## src/rtl/wb_picorv32_master.sv

```systemverilog
`default_nettype none
// ============================================================================
// Module : wb_picorv32_master
// Brief  : picorv32 native memory port to pipelined Wishbone single-cycle
//          master, with error and timeout termination.
// Rev    : 1.0  initial release
// ============================================================================
module wb_picorv32_master #(
  parameter int unsigned TIMEOUT_CYCLES = 255,
  parameter logic [31:0] ERR_RDATA      = 32'hDEAD_BEEF
) (
  input  logic        i_clk,
  input  logic        i_reset_n,
  input  logic        i_mem_valid,
  input  logic        i_mem_instr,
  input  logic [31:0] i_mem_addr,
  input  logic [31:0] i_mem_wdata,
  input  logic [3:0]  i_mem_wstrb,
  output logic        o_mem_ready,
  output logic [31:0] o_mem_rdata,
  output logic [31:0] o_wb_addr,
  output logic [31:0] o_wb_data,
  output logic [3:0]  o_wb_sel,
  output logic        o_wb_we,
  output logic        o_wb_cyc,
  output logic        o_wb_stb,
  input  logic        i_wb_ack,
  input  logic [31:0] i_wb_data,
  input  logic        i_wb_stall,
  input  logic        i_wb_err,
  output logic        o_bus_err,
  output logic        o_timeout
);

  localparam int unsigned c_CNT_W = (TIMEOUT_CYCLES > 0) ? $clog2(TIMEOUT_CYCLES + 1) : 1;
  localparam logic [c_CNT_W-1:0] c_CNT_LAST =
    (TIMEOUT_CYCLES > 0) ? c_CNT_W'(TIMEOUT_CYCLES - 1) : '0;
  localparam logic c_TO_EN = (TIMEOUT_CYCLES > 0);

  localparam logic [1:0] c_ST_IDLE = 2'd0;
  localparam logic [1:0] c_ST_REQ  = 2'd1;
  localparam logic [1:0] c_ST_WAIT = 2'd2;
  localparam logic [1:0] c_ST_DONE = 2'd3;

  logic [1:0]         r_state;
  logic [c_CNT_W-1:0] r_cnt;
  logic [31:0]        r_wb_addr;
  logic [31:0]        r_wb_data;
  logic [31:0]        r_mem_rdata;
  logic [3:0]         r_wb_sel;
  logic               r_wb_we;
  logic               r_wb_cyc;
  logic               r_wb_stb;
  logic               r_mem_ready;
  logic               r_bus_err;
  logic               r_timeout;

  logic               w_live;
  logic               w_ack;
  logic               w_err;
  logic               w_expire;
  logic               w_abort;
  logic               w_finish;
  logic               w_req_we;
  logic [31:0]        w_done_rdata;
  logic               w_unused_instr;

  assign w_unused_instr = i_mem_instr;

  // Slave responses only count once the strobe has been accepted.
  assign w_live   = (r_state == c_ST_WAIT) || ((r_state == c_ST_REQ) && !i_wb_stall);
  assign w_err    = w_live && i_wb_err;
  assign w_ack    = w_live && i_wb_ack && !i_wb_err;
  assign w_expire = c_TO_EN && (r_cnt == c_CNT_LAST);
  assign w_abort  = w_expire && !w_ack && !w_err;
  assign w_finish = w_ack || w_err || w_expire;
  assign w_req_we = |i_mem_wstrb;

  assign w_done_rdata = w_ack ? (r_wb_we ? 32'h0 : i_wb_data) : ERR_RDATA;

  always_ff @(posedge i_clk or negedge i_reset_n) begin
    if (!i_reset_n) begin
      r_state     <= c_ST_IDLE;
      r_cnt       <= '0;
      r_wb_addr   <= 32'h0;
      r_wb_data   <= 32'h0;
      r_wb_sel    <= 4'h0;
      r_wb_we     <= 1'b0;
      r_wb_cyc    <= 1'b0;
      r_wb_stb    <= 1'b0;
      r_mem_ready <= 1'b0;
      r_mem_rdata <= 32'h0;
      r_bus_err   <= 1'b0;
      r_timeout   <= 1'b0;
    end else begin
      r_mem_ready <= 1'b0;
      r_bus_err   <= 1'b0;
      r_timeout   <= 1'b0;
      case (r_state)
        c_ST_IDLE: begin
          if (i_mem_valid) begin
            r_wb_addr <= i_mem_addr;
            r_wb_data <= i_mem_wdata;
            r_wb_we   <= w_req_we;
            r_wb_sel  <= w_req_we ? i_mem_wstrb : 4'hF;
            r_wb_cyc  <= 1'b1;
            r_wb_stb  <= 1'b1;
            r_cnt     <= '0;
            r_state   <= c_ST_REQ;
          end
        end
        c_ST_REQ, c_ST_WAIT: begin
          r_cnt <= r_cnt + 1'b1;
          if (w_finish) begin
            // A real response on the expiry edge beats the timeout.
            r_wb_cyc    <= 1'b0;
            r_wb_stb    <= 1'b0;
            r_mem_ready <= 1'b1;
            r_mem_rdata <= w_done_rdata;
            r_bus_err   <= w_err || w_abort;
            r_timeout   <= w_abort;
            r_state     <= c_ST_DONE;
          end else if ((r_state == c_ST_REQ) && !i_wb_stall) begin
            r_wb_stb <= 1'b0;
            r_state  <= c_ST_WAIT;
          end
        end
        c_ST_DONE: begin
          r_state <= c_ST_IDLE;
        end
        default: begin
          r_state <= c_ST_IDLE;
        end
      endcase
    end
  end

  assign o_mem_ready = r_mem_ready;
  assign o_mem_rdata = r_mem_rdata;
  assign o_wb_addr   = r_wb_addr;
  assign o_wb_data   = r_wb_data;
  assign o_wb_sel    = r_wb_sel;
  assign o_wb_we     = r_wb_we;
  assign o_wb_cyc    = r_wb_cyc;
  assign o_wb_stb    = r_wb_stb;
  assign o_bus_err   = r_bus_err;
  assign o_timeout   = r_timeout;

endmodule
`default_nettype wire

```

## config.mk

```make
export PLATFORM = sky130hd
export DESIGN_NAME = wb_picorv32_master
export DESIGN_NICKNAME = d
export VERILOG_FILES = /design/src/rtl/wb_picorv32_master.sv
export SDC_FILE = /design/constraint.sdc
export NUM_CORES = 1
export LEC_CHECK = 0
export BUFFER_PORTS_ARGS = -buffer_cell sky130_fd_sc_hd__clkbuf_2
export CORE_ASPECT_RATIO = 0.7
export CORE_MARGIN = 2
export CORE_UTILIZATION = 41
export DETAILED_ROUTE_END_ITERATION = 8
export PLACE_DENSITY = 0.7
export SLEW_MARGIN = 20
export SYNTH_ARGS = -nofsm -noshare
export SYNTH_HDL_FRONTEND = slang
export SYNTH_SLANG_ARGS = --single-unit
```

## constraint.sdc

```tcl
create_clock -name i_clk -period 2.85 [get_ports i_clk]
set_input_delay 0.4275 -clock i_clk [delete_from_list [all_inputs] [get_ports i_clk]]
set_output_delay 0.4275 -clock i_clk [all_outputs]
set_load 0.005 [all_outputs]
```

==> impl_metrics.toml <==
[status]
status = "complete, no violations"

[logic_synthesis]
postSynthCellCount = 356
synth-edff-count = 0
avgSynthCellArea_um2 = 13.5
ys_types = 40
synthArstFlopShare = 1.00
synth_top_flop_cell = "dfrtp_1"
syn_area_um2 = 4820
yosys_warnings = 0
yosysSeqAreaShare = 0.602
syn-num-nets = 469
ys_ff_latch = 116

[setup_path]
path_max_fanout = 24
cp.required_ns = 3.13
worstPathArrival_ns = 2.44
critical_path_class = "flop to flop"
critPathLaunchType = "flop"
critPathCaptureType = "flop"

[sta]
fmax_mhz = 462
final.min_clock_period_ns = 2.17
rsz0062_at_grt = "false"
fin_crit_sh = 0.760
relSlewSlack = 0.450
final.setup.tns_ns = 0
holdWs_ns = 0.0264
hold_viol = 0
drv_slew = 0
setup_viol = 0
skew_ns = 0.0112
worst_slew_pin_slew_ns = 0.825

[drt]
dr.pass1.iters = 4
dr_wl_met2_mm = 5.63
via_count = 3539
drc = 0
drt_iter0_drc = 128
wl_met3_um = 622
wl_per_cell_um = 14.7
met1_length_mm = 4.59
routed.top_layer = "met4"
vias_per_cell = 4.76
wirelength_mm = 10.9
ant_nets = 0

[final_layout]
area_growth_pct = 38.6
diodes = 0
fillers = 983
nets = 687
layout-drive-gt1-share = 0.554

[clocking]
cts_buffers = 17
cts.path.max_buffers = 2
ctsHoldBuffers = 0
cts_max_level = 4
clkSlewWorstSetupHoldPaths_ns = 0.06
post-cts-setup-buffers = 0
cts_tree = "done"
insertion_delay_ns = 0.40
clock-sinks = 116
cts.repair.resized = 0
cts_root_buffer = "clkbuf_16"

[grt]
antenna_found_initial = 0
grt_pass1_wl_mm = 18.1
grt_pass1_vias = 3724
grt.total_usage = 0.181
overflow = 0
grt_max_degree = 57

[power]
switching_share = 0.307
p_leak_uw = 0.00326
ir_drop_uv = 491
p_int_uw = 5390
finalPower_uw = 7780
clock_power_share = 0.299
pwr-share-seq = 0.366
switching_power_uw = 2390
combPwrFrac = 0.334
power.density_nw_per_um2 = 1170

[floorplan]
dieArea_um2 = 12600
coreArea_um2 = 11600
die_h_um = 94.7
die_w_um = 134
start_util = 0.415
rows = 33
io_pins = 213

[flow_run]
max_cap_violations = 0

[placed_design]
dp_hpwl_mm = 8.17
finalWeightedCongestion = 0.804
io_buffer_count = 211

[hold_path]
hold_path.class = "primary input to async pin"
## area by class of cell
cell class | count | area [um^2] | share of cell area
clock buffers | 18 | 429 | 0.0643
clock inverters | 14 | 226 | 0.0339
inverters | 13 | 48.8 | 0.00731
multi-input cells | 209 | 1740 | 0.261
flip-flops and latches | 116 | 2900 | 0.435
well taps | 157 | 196 | 0.0294
repair buffers | 217 | 1130 | 0.169
## final timing paths
kind	start	end	slack (ns)	cells past startpoint
worst min-delay path	i_reset_n	o_wb_data[0]	0.03	1
worst max-delay path	r_state[0]	o_mem_rdata[0]	0.68	4
worst max register to register	r_state[0]	o_mem_rdata[0]	0.68	4
worst min register to register	o_wb_sel[1]	o_wb_sel[1]	0.49	2
min in group i_clk	i_mem_wdata[12]	o_wb_data[12]	0.25	2
max in group asynchronous	i_reset_n	o_wb_addr[4]	2.11	2
## worst max-delay path: stages, from the launching register on
cell	delay, ns
dfrtp_1	0.35
inv_1	0.10
ha_1	0.50
or3b_1	0.75
o22a_2	0.34
## per-layer routing
metal / global-route usage / vias up
li1: - / 1671
met1: 0.221 / 1758
met2: 0.308 / 99
met3: 0.0607 / 11
met4: 0.0576 / 0
met5: 0 / -
## synthesized netlist by cell type, types with 2 or more instances
| library cell | n | area (um^2) |
|---|---|---|
| o22a_2 | 5 | 50.1 |
| nor3_1 | 5 | 25.0 |
| nand4_1 | 2 | 12.5 |
| nor2b_1 | 24 | 150 |
| nand2_1 | 20 | 75.1 |
| dfrtp_1 | 116 | 2900 |
| o22a_1 | 20 | 175 |
| buf_2 | 8 | 40.0 |
| clkbuf_1 | 3 | 11.3 |
| o21ai_0 | 13 | 65.1 |
| ha_1 | 6 | 75.1 |
| buf_6 | 5 | 56.3 |
| mux2i_1 | 9 | 90.1 |
| nor4_1 | 3 | 18.8 |
| nor2_1 | 11 | 41.3 |
| xor2_1 | 2 | 17.5 |
| inv_1 | 13 | 48.8 |
| xnor2_1 | 3 | 26.3 |
| mux2_2 | 66 | 743 |
| nand3_1 | 2 | 10.0 |
## stage by stage
step,setup WS (ns),instance area [um^2],instances,utilization
2_1_floorplan,1.13,4820,356,-
4_1_cts,0.708,6680,744,0.575
3_5_place_dp,0.716,6020,712,0.519
3_3_place_gp,0.762,6020,712,0.519
5_1_grt,0.555,6680,744,0.575
6_report,0.684,6680,744,0.575
## flip-flops by register name (all words and copies together), names as in the netlist, 2 cells and up
register and cells:
o_mem_rdata 32, o_wb_addr 32, o_wb_data 32, o_wb_sel 4, r_cnt 8, r_state 2
## cell usage in the layout (no fill, tap or decap), types with 6 or more instances in the layout
master	Yosys	routed
o22a_1	20	20
nor2_1	11	11
mux2i_1	9	9
o21ai_0	13	13
dfrtp_1	116	116
nand2_1	20	19
clkbuf_2	0	210
nor2b_1	24	24
mux2_2	66	66
inv_1	13	13
ha_1	6	6
clkbuf_16	0	17
## cell families after synthesis
logic type                 count (synthesis)  share of synthesized area
muxes                                     75                      0.173
buffers and inverters                     31                     0.0371
xor gates and xnor gates                   5                    0.00909
and+or+nand+nor                           75                     0.0847
adders and majority gates                  6                     0.0156
AOI/OAI and AO/OA                         48                     0.0782
DFF                                      116                      0.602
## power groups by stage
| stage | logic, uW | clock network, uW | registers [uW] |
|---|---|---|---|
| 2_1_floorplan | 1520 | 0 | 2860 |
| 3_3_place_gp | 2550 | 0 | 2820 |
| 3_5_place_dp | 2630 | 0 | 2870 |
| 4_1_cts | 2640 | 2370 | 2860 |
| 5_1_grt | 2890 | 2460 | 2960 |
| 6_report | 2600 | 2330 | 2850 |
Note: power is estimated with default switching activity, not from simulation.
